$ cat config.mk
export PLATFORM = sky130hd
export DESIGN_NAME = pipe_adder_flat
export DESIGN_NICKNAME = d
export VERILOG_FILES = /design/src/rtl/pipe_adder_if.sv /design/src/rtl/pipe_adder.sv /design/src/flat_wrapper.sv
export SDC_FILE = /design/constraint.sdc
export NUM_CORES = 1
export LEC_CHECK = 0
export CAP_MARGIN = 20
export CORE_MARGIN = 2
export CORE_UTILIZATION = 46
export DETAILED_ROUTE_END_ITERATION = 8
export PLACE_DENSITY = 0.75
export SLEW_MARGIN = 20
export SYNTH_ARGS = -nofsm -noshare
export SYNTH_HDL_FRONTEND = slang
export SYNTH_SLANG_ARGS = --single-unit
export TNS_END_PERCENT = 30
$ cat constraint.sdc
create_clock -name clk -period 3.11 [get_ports clk]
set_clock_uncertainty 0.15 [all_clocks]
set_input_delay 0.622 -clock clk [delete_from_list [all_inputs] [get_ports clk]]
set_output_delay 0.622 -clock clk [all_outputs]
set_load 0.05 [all_outputs]
$ cat src/rtl/pipe_adder_if.sv
// Stream bundle for pipe_adder: operation request side and result side.
// The slave modport is the adder's view; the master modport is the driver's view.
interface pipe_adder_if #(
    parameter int WIDTH = 8
);
    logic             in_valid;
    logic             in_ready;
    logic [WIDTH-1:0] a;
    logic [WIDTH-1:0] b;
    logic             cin;
    logic             sub;
    logic             out_valid;
    logic             out_ready;
    logic [WIDTH-1:0] sum;
    logic             cout;
    logic             ovf;

    modport slave (
        input  in_valid, a, b, cin, sub, out_ready,
        output in_ready, out_valid, sum, cout, ovf
    );

    modport master (
        output in_valid, a, b, cin, sub, out_ready,
        input  in_ready, out_valid, sum, cout, ovf
    );
endinterface

$ cat src/rtl/pipe_adder.sv
// Pipelined add/subtract: WIDTH bits split into STAGES carry-linked segments,
// one segment resolved per stage, with a global valid/ready stall.
module pipe_adder #(
    parameter int WIDTH  = 8,
    parameter int STAGES = 2
) (
    input  logic        clk,
    input  logic        rst_n,
    pipe_adder_if.slave bus
);
    localparam int SEG  = WIDTH / STAGES;
    localparam int LAST = STAGES - 1;

    logic advance;

    // Index k carries the operation as it enters stage k: operands, completed
    // low result segments, incoming carry and valid.
    logic [STAGES-1:0][WIDTH-1:0] a_link;
    logic [STAGES-1:0][WIDTH-1:0] b_link;
    logic [STAGES-1:0][WIDTH-1:0] s_link;
    logic [STAGES-1:0]            c_link;
    logic [STAGES-1:0]            v_link;

    assign advance      = !bus.out_valid || bus.out_ready;
    assign bus.in_ready = advance;

    // Subtraction is folded in at entry, so later stages never see the op tag.
    assign a_link[0] = bus.a;
    assign b_link[0] = bus.sub ? ~bus.b : bus.b;
    assign c_link[0] = bus.sub ? 1'b1 : bus.cin;
    assign s_link[0] = '0;
    assign v_link[0] = bus.in_valid && advance;

    for (genvar k = 0; k < STAGES; k++) begin : g_stage
        logic [SEG-1:0]   a_seg;
        logic [SEG-1:0]   b_seg;
        logic [SEG:0]     seg_sum;
        logic [WIDTH-1:0] s_d;

        assign a_seg   = SEG'(a_link[k] >> (k * SEG));
        assign b_seg   = SEG'(b_link[k] >> (k * SEG));
        assign seg_sum = {1'b0, a_seg} + {1'b0, b_seg} + {{SEG{1'b0}}, c_link[k]};

        // NOTE: always_comb assigns every output first, so no path can infer a latch.
        always_comb begin
            s_d                  = s_link[k];
            s_d[k*SEG +: SEG]    = seg_sum[SEG-1:0];
        end

        if (k < LAST) begin : g_mid
            logic [WIDTH-1:0] a_q;
            logic [WIDTH-1:0] b_q;
            logic [WIDTH-1:0] s_q;
            logic             c_q;
            logic             v_q;

            // NOTE: registers take <= so every stage samples pre-edge values of its neighbour.
            always_ff @(posedge clk) begin
                if (!rst_n) begin
                    v_q <= 1'b0;
                end else if (advance) begin
                    v_q <= v_link[k];
                end
            end

            // NOTE: intermediate datapath is left unreset; v_q alone qualifies it.
            always_ff @(posedge clk) begin
                if (advance) begin
                    a_q <= a_link[k];
                    b_q <= b_link[k];
                    s_q <= s_d;
                    c_q <= seg_sum[SEG];
                end
            end

            assign a_link[k+1] = a_q;
            assign b_link[k+1] = b_q;
            assign s_link[k+1] = s_q;
            assign c_link[k+1] = c_q;
            assign v_link[k+1] = v_q;
        end else begin : g_last
            logic [WIDTH-1:0] sum_q;
            logic             cout_q;
            logic             ovf_q;
            logic             ovf_d;
            logic             out_valid_q;

            assign ovf_d = (a_link[k][WIDTH-1] == b_link[k][WIDTH-1])
                        && (s_d[WIDTH-1] != a_link[k][WIDTH-1]);

            always_ff @(posedge clk) begin
                if (!rst_n) begin
                    out_valid_q <= 1'b0;
                    sum_q       <= '0;
                    cout_q      <= 1'b0;
                    ovf_q       <= 1'b0;
                end else if (advance) begin
                    out_valid_q <= v_link[k];
                    sum_q       <= s_d;
                    cout_q      <= seg_sum[SEG];
                    ovf_q       <= ovf_d;
                end
            end

            assign bus.out_valid = out_valid_q;
            assign bus.sum       = sum_q;
            assign bus.cout      = cout_q;
            assign bus.ovf       = ovf_q;
        end
    end
endmodule

$ cat src/flat_wrapper.sv
// flat-port wrapper written by rule: the top's interface ports become plain ports
module pipe_adder_flat 
#(
    parameter int WIDTH  = 8,
    parameter int STAGES = 2
)
  (clk, rst_n, bus_in_valid, bus_a, bus_b, bus_cin, bus_sub, bus_out_ready, bus_in_ready, bus_out_valid, bus_sum, bus_cout, bus_ovf);
  pipe_adder_if #(.WIDTH(WIDTH)) bus_i ();
  input  logic clk;
  input  logic rst_n;
  input wire logic [$bits(bus_i.in_valid)-1:0] bus_in_valid;
  input wire logic [$bits(bus_i.a)-1:0] bus_a;
  input wire logic [$bits(bus_i.b)-1:0] bus_b;
  input wire logic [$bits(bus_i.cin)-1:0] bus_cin;
  input wire logic [$bits(bus_i.sub)-1:0] bus_sub;
  input wire logic [$bits(bus_i.out_ready)-1:0] bus_out_ready;
  output wire logic [$bits(bus_i.in_ready)-1:0] bus_in_ready;
  output wire logic [$bits(bus_i.out_valid)-1:0] bus_out_valid;
  output wire logic [$bits(bus_i.sum)-1:0] bus_sum;
  output wire logic [$bits(bus_i.cout)-1:0] bus_cout;
  output wire logic [$bits(bus_i.ovf)-1:0] bus_ovf;
  assign bus_i.in_valid = bus_in_valid;
  assign bus_i.a = bus_a;
  assign bus_i.b = bus_b;
  assign bus_i.cin = bus_cin;
  assign bus_i.sub = bus_sub;
  assign bus_i.out_ready = bus_out_ready;
  assign bus_in_ready = bus_i.in_ready;
  assign bus_out_valid = bus_i.out_valid;
  assign bus_sum = bus_i.sum;
  assign bus_cout = bus_i.cout;
  assign bus_ovf = bus_i.ovf;
  pipe_adder #(.WIDTH(WIDTH), .STAGES(STAGES)) u_core (.clk(clk), .rst_n(rst_n), .bus(bus_i));
endmodule
# Word-level counts from Yosys, hierarchy flattened
# Index checks and enable logic that the tools add are counted.
# op_classes
add_sub_neg	4
eq_ne	2
muxes	2
bitwise	1
n_reduce_logical	4
# op_table
cell	count
adder 4 x 4 -> 5 bit	2
adder 5 x 1 -> 5 bit	2
two-way mux 8 bit	1
NOT 8 bit	1
logical AND 1 bit	2
== test 1 bit	1
logical NOT 1 bit	1
logical OR 1 bit	1
two-way mux 1 bit	1
inequality test 1 bit	1
# word_totals
register_bits	33
input_bits	22
output_inout_bits	12
word_cells	22

# Logic depth before layout (Yosys ltp)
# Gate-level depths: netlist of the first run.
# depth
depth_word	4
depth_mapped	6
ltp_nobuf	6

# Worst setup path before layout of the first run
# Ideal clock, no wire load.
# synth_timing
path_type	input port to flip-flop
startpoint	in bus_sub
endpoint	reg u_core.g_stage[0].g_mid.c_q (data pin)
setup_time_ps	254
t_arrival_ps	2233
required_ps	2706
setup_slack_ps	473
stages	6
n_path_buf	1
cell_sequence	buf_2 > or2_2 > fa_1 > fa_1 > a21o_1 > a21o_1
# synth_via
elab_chain_cells	3
elab_cells_between_ends	4
classes_between	add/sub: 2; mux: 2
# synth_rtl
element	line	text
from (decl)	flat_wrapper.sv:15	input wire logic [$bits(bus_i.sub)-1:0] bus_sub;
two-way mux 8 bit	pipe_adder.sv:29	assign b_link[0] = bus.sub ? ~bus.b : bus.b;
adder 4 x 4 -> 5 bit	pipe_adder.sv:42	assign seg_sum = {1'b0, a_seg} + {1'b0, b_seg} + {{SEG{1'b0}}, c_link[k]};
adder 5 x 1 -> 5 bit (*)	pipe_adder.sv:42	
net u_core.g_stage[0].seg_sum[4]	pipe_adder.sv:37	logic [SEG:0] seg_sum;
to (signal assigned)	pipe_adder.sv:72	c_q <= seg_sum[SEG];
to (decl)	pipe_adder.sv:54	logic c_q;
# The timed path passes the listed nets; every way through them passes the cells marked *.
# A chain may end at the register's enable or synchronous reset.

# Worst setup path after layout of the first run
# Same ends and word-level chain as after synthesis.

==> out/qor.yml, run 1 <==
worstMarginPinSlew_ns: 0.499
finalWorstPathRequiredPeriod_ns: 2.65
cts.sinks: 25
hpwlAfterDp_mm: 1.50
synth_top_area_cell: "edfxtp_1"
critPathMaxFanout: 3
postPlaceCellArea_mm2: 0.00158
power_frac_seq_pct: 50.3
fp.dieH_um: 55.3
cts_tree: "done"
fmax_mhz: 377
max_stage_delay_ns: 0.47
cap_violations: 0
path_class: "in2reg"
antennaDiodeCount: 0
pwr-share-clk_pct: 16.8
drive_gt1_share_pct: 7.30
finalSetupViolCount: 0
power.density_mw_per_mm2: 528
htreeDepth: 1
netlist_area_mm2: 0.00121
numCtsBuffers: 3
nets: 170
cts_buffer_depth: 2
worstReg2RegStart: "u_core.g_stage[0].g_mid.c_q"
postSynthAreaPerCell_um2: 11.9
core_area_mm2: 0.00248
r2r-end: "u_core.bus.sum[5]"
drt_iter0_drc: 9
dr.pass1.iters: 4
p_comb_share_pct: 32.9
post_cts_buffers: 0
syn_nets: 134
clk_pin_slew_ns: 0.13
cts.repair.resized: 0
path_buf_inv: 1
io_pins: 34
slew_violations: 0
finalSetupTns_ns: 0
swShare_pct: 32.1
min_path_type: "reg2reg"
required_ns: 3.05
die_area_mm2: 0.00306
avgViaCountPerCell: 4.89
whs_ns: 0.307
cp_data_arrival_time_ns: 2.59
stdcell_area_mm2: 0.00160
yosysTopAreaCellShare_pct: 32.2
grt_pass1_vias: 780
path_cells: "clkdlybuf4s50_1 -> or2_2 -> fa_1 -> fa_1 -> a21o_1 -> a21o_1"
grt-ovfl-total: 0
crit_slowest_cell: "clkdlybuf4s50_1"
power_leakage_nw: 0.655
relSlewSlack_pct: 66.7
synth_cell_types: 29
via_count: 816
track_usage_pct: 13.1
root_buffer: "clkbuf_4"
r2r_slack_ns: 1.33
syn2layout_area_growth_pct: 32.2
p_int_uw: 574
place_inst: 163
hp-start: "u_core.bus.sum[6]"
ys_ff_latch: 25
stdcell_count: 167
whs_endpoint: "u_core.bus.sum[6]"
ant_nets: 0
post-route-drc-count: 0
endpoint_kind: "flop"
critPathTopFamily: "adder cells"
drt_wl_total_mm: 1.92
portBuffers: 33
cp-start-kind: "primary input"
p_sw_uw: 271
r2r_cells: 5
antenna_found_initial: 0
place.gp.congestion: 0.781
synthTopCellsByArea: "edfxtp_1, dfxtp_1, fa_1, xor2_1, ha_1"
ys_seq_area_share_pct: 52.1
rows: 18
die_w_um: 55.3
min_path_cells: 2
ir_worst_vdd_uv: 296
holdBufCountCts: 0
rsz0062_at_grt: "no"
insertion_delay_ns: 0.31
start_util_pct: 48.9
yosysWarnings: 0
grt_max_degree: 28
finalCritPeriodShare_pct: 85.3
grt_first_pass_wirelength_mm: 3.17
status: "complete, no violations"
synth_cells: 102
utilization_pct: 64.6
hold_violations: 0
routedWlPerCell_um: 11.5
worst max path at each step:
stage | startpoint | end | slack (ns) | cells past startpoint
3_3_place_gp | bus_sub | u_core.g_stage[0].g_mid.c_q | 0.13 | 6
6_report | bus_sub | u_core.g_stage[0].g_mid.c_q | 0.46 | 6
3_5_place_dp | bus_sub | u_core.g_stage[0].g_mid.c_q | 0.11 | 6
2_1_floorplan | bus_sub | u_core.g_stage[0].g_mid.c_q | 0.47 | 6
4_1_cts | bus_sub | u_core.g_stage[0].g_mid.c_q | 0.46 | 6
5_1_grt | bus_sub | u_core.g_stage[0].g_mid.c_q | 0.42 | 6
routing by layer:
metal	share of wire (%)	global-route usage [%]	vias to the layer above
met5	0	0	-
met4	0.83	5.23	0
met3	5.6	3.28	2
met2	48	24.1	27
met1	45	14.2	365
li1	-	-	422
through the flow:
stage / power, mW / setup WS, ns
3_5_place_dp: 0.714 / 0.105
4_1_cts: 0.856 / 0.457
6_report: 0.845 / 0.456
2_1_floorplan: 0.615 / 0.473
3_3_place_gp: 0.705 / 0.128
5_1_grt: 0.896 / 0.424
logic make-up (layout without fill, tap and decap cells):
kind of cell	after synthesis	count (layout)	share of synthesized area [%]
xor gates and xnor gates	11	11	7.96
DFF	25	25	52.1
adders and majority gates	10	10	12.8
and+or+nand+nor	26	26	10.6
AOI/OAI and AO/OA	21	21	12.6
buffers and inverters	9	44	3.93
cells in the mapped netlist, drive strengths merged:
| library cell | instances |
|---|---|
| or2 | 2 |
| a21oi | 2 |
| dfxtp | 12 |
| nand2 | 15 |
| o211ai | 2 |
| ha | 6 |
| edfxtp | 13 |
| xnor2 | 2 |
| o211a | 1 |
| xor2 | 9 |
| o2111ai | 2 |
| nand3 | 3 |
| fa | 4 |
| nor2 | 2 |
| inv | 5 |
| nor2b | 2 |
| a21o | 4 |
| o21a | 1 |
| o21ai | 2 |
| nand4 | 1 |
| a21boi | 7 |
| buf | 4 |
| and3 | 1 |
flip-flops by register name (all words and copies together) (netlist names):
register	flops
u_core.g_stage.g_mid.s_q	4
u_core.bus.ovf	1
u_core.bus.cout	1
u_core.g_stage.g_mid.b_q	4
u_core.g_stage.g_mid.v_q	1
u_core.g_stage.g_mid.a_q	4
u_core.bus.sum	8
u_core.g_stage.g_mid.c_q	1
u_core.bus.out_valid	1
worst register-to-register path, cell delays in order, from the launching register on:
cell and delay (ns):
edfxtp_1 0.42, fa_1 0.46, inv_1 0.09, fa_1 0.40, nand2_1 0.07, o211a_1 0.15
cell type report:
class / count / area [um2]
clock buffers: 4 / 26.3
fillers: 204 / 876
multi-input cells: 68 / 533
well taps: 30 / 37.5
repair buffers: 35 / 355
flip-flops and latches: 25 / 631
inverters: 5 / 18.8
layout by cell type (no fill, tap or decap), types with 2 or more instances in the layout:
cell type and instances:
clkdlybuf4s50_1 32, nand2_1 15, edfxtp_1 13, dfxtp_1 12
xor2_1 9, a21boi_0 6, ha_1 6, a21o_1 4
inv_1 4, fa_1 4, nand3_1 3, clkbuf_4 3
a21oi_1 2, xnor2_1 2, nor2_1 2, o2111ai_1 2
o211ai_1 2, o21ai_0 2, buf_4 2
power groups by stage:
stage          combinational [mW]  clock (mW)  sequential (mW)
6_report                    0.278       0.142            0.425
5_1_grt                     0.301       0.165            0.431
4_1_cts                     0.281       0.148            0.426
3_5_place_dp                0.280           0            0.434
3_3_place_gp                0.275           0            0.430
2_1_floorplan               0.105           0            0.510
Note: power is estimated with default switching activity, not from simulation.
==> run 2: changes to the inputs <==
--- a/config.mk
+++ b/config.mk
@@ -11,4 +11,5 @@
 export DETAILED_ROUTE_END_ITERATION = 8
 export PLACE_DENSITY = 0.75
+export RECOVER_POWER = 50
 export SLEW_MARGIN = 20
 export SYNTH_ARGS = -nofsm -noshare
==> constraint.sdc (replaced) <==
create_clock -name clk -period 2.8 [get_ports clk]
set_clock_uncertainty 0.15 [all_clocks]
set_input_delay 0.56 -clock clk [delete_from_list [all_inputs] [get_ports clk]]
set_output_delay 0.56 -clock clk [all_outputs]
set_load 0.01 [all_outputs]
==> run 2 against run 1 <==
Non-clock buffer count rose by 2. Clock power rose by 8%. Combinational power fell by 17%. Critical endpoint unchanged. Highest routed layer unchanged.
==> out/qor.yml, run 2 (synthesis gave the netlist of run 1 again) <==
root_buffer: "clkbuf_4"
antenna_found_initial: 0  # unchanged
cts.sinks: 25  # unchanged
min_path_type: "reg2reg"
finalWorstPathRequiredPeriod_ns: 2.60
power.density_mw_per_mm2: 537  # +1.8%
hpwlAfterDp_mm: 1.56  # +4.1%
grt_first_pass_wirelength_mm: 3.52  # +11%
swShare_pct: 25.9  # -6.2 points
dr.pass1.iters: 4  # unchanged
post_cts_buffers: 0  # unchanged
drt_iter0_drc: 24  # +15
largest_register_ffs: 8  # unchanged
numCtsBuffers: 3  # unchanged
p_int_uw: 634  # +10%
syn2layout_area_growth_pct: 31.5
cp_data_arrival_time_ns: 2.53  # -0.06 ns
grt_pass1_vias: 852  # +9.2%
io_pins: 34  # unchanged
die_w_um: 55.3  # unchanged
cp-start-kind: "primary input"
fp.dieH_um: 55.3  # unchanged
status: "complete, no violations"
post-route-drc-count: 0  # unchanged
power_frac_seq_pct: 55.0  # +4.7 points
cts_buffer_depth: 2  # unchanged
layout_common_cells: "clkdlybuf4s50_1, nand2_1, edfxtp_1, dfxtp_1, xor2_1"
insertion_delay_ns: 0.30  # about the same
drt_wl_total_mm: 1.98  # +2.9%
ir_worst_vdd_uv: 328  # +11%
hold_violations: 0  # unchanged
stdcell_count: 169  # +1.2%
fmax_mhz: 384
path_class: "in2reg"
final_common_cell: "clkdlybuf4s50_1"
antennaDiodeCount: 0  # unchanged
htreeDepth: 1  # unchanged
nets: 172  # +1.2%
routedWlPerCell_um: 11.7  # +1.7%
p_comb_share_pct: 27.0  # -5.9 points
grt-ovfl-total: 0  # unchanged
p_sw_uw: 222  # -18%
worstMarginPinSlew_ns: 1.17  # +0.673 ns
crit_path_start: "bus_sub"
portBuffers: 33  # unchanged
total_power_uw: 855  # +1.2%
track_usage_pct: 14.5  # +1.4 points
avgViaCountPerCell: 5.01  # +2.4%
slew_violations: 0  # unchanged
finalCritPeriodShare_pct: 92.9
endpoint_kind: "flop"
finalSetupViolCount: 0  # unchanged
rsz0062_at_grt: "no"
relSlewSlack_pct: 21.9  # -45 points
holdBufCountCts: 0  # unchanged
grt_max_degree: 28  # unchanged
ant_nets: 0  # unchanged
rows: 18  # unchanged
start_util_pct: 48.9  # unchanged
clk_pin_slew_ns: 0.13  # about the same
cap_violations: 0  # unchanged
place.gp.congestion: 0.776  # -0.76%
stdcell_area_mm2: 0.00159  # -0.55%
cts.repair.resized: 0  # unchanged
die_area_mm2: 0.00306  # unchanged
worstReg2RegStart: "u_core.bus.out_valid"
power_leakage_nw: 0.655  # about the same
place_inst: 165  # +1.2%
pwr-share-clk_pct: 18.0  # +1.2 points
required_ns: 2.73  # -0.32 ns
postPlaceCellArea_mm2: 0.00158  # +0.32%
critPathMaxFanout: 3  # unchanged
core_area_mm2: 0.00248  # unchanged
drive_gt1_share_pct: 6.47  # -0.82 points
hp-start: "u_core.bus.sum[6]"
cts_tree: "done"
via_count: 846  # +3.7%
## run 2: cell count changes in the layout (fill, tap and decap cells not counted), sizes merged
cell / previous run / this run
clkinv: 0 / 1
clkbuf: 4 / 5
clkdlybuf4s50: 32 / 27
buf: 3 / 2
dlygate4sd3: 0 / 6
## run 2: final timing paths
| check | to | slack, ns | cells past startpoint |
|---|---|---|---|
| hold reg to reg | u_core.bus.sum[6] | 0.32 | 2 |
| hold / removal | u_core.bus.sum[6] | 0.32 | 2 |
| setup reg to reg | u_core.bus.sum[7] | 0.75 | 5 |
| setup / recovery | u_core.g_stage[0].g_mid.c_q | 0.20 | 6 |
## run 2: stage by stage
stage	utilization, %	TNS, ns	hold WS, ns	worst slack (ns)
after global placement	63.8	-0.127	0.289	-0.0997
final	64.3	0	0.316	0.199
after detailed placement	63.8	-0.217	0.310	-0.147
after CTS	64.9	0	0.329	0.207
after global routing	64.3	0	0.341	0.119
after floorplan	-	0	0.290	0.225
## run 2: worst max-delay path: stages
cell and delay (ns):
clkdlybuf4s50_1 0.47, or2_2 0.33, fa_1 0.41, fa_1 0.41, a21o_1 0.19, a21o_1 0.17
## run 2: routing by layer
metal / GRT usage [%] / wire length (um) / vias up / share of wire (%)
li1: - / - / 425 / -
met1: 16.7 / 840 / 391 / 42
met2: 25.7 / 1010 / 28 / 51
met3: 2.58 / 101 / 2 / 5.1
met4: 7.32 / 25 / 0 / 1.3
met5: 0 / 0 / - / 0
## run 2: power by group through the flow
stage | Sequential, mW | Combinational [mW] | Clock (mW)
after floorplan | 0.489 | 0.115 | 0
after global placement | 0.478 | 0.228 | 0
after detailed placement | 0.480 | 0.236 | 0
after CTS | 0.471 | 0.238 | 0.166
after global routing | 0.477 | 0.258 | 0.177
final | 0.470 | 0.231 | 0.154
## run 2: area by class of cell
class,instances,area (um2)
clock inverter,1,5.00
inverter,5,18.8
timing repair buffer,37,353
clock buffer,3,22.5
sequential,25,631
multi-input combinational,68,526
fill,211,885
tap,30,37.5
==> run 3: changes to the inputs <==
Settings changed: CTS_CLUSTER_SIZE set to 30.
==> results of run 3 <==
Final layout, timing and power as in run 2 (identical DEF).
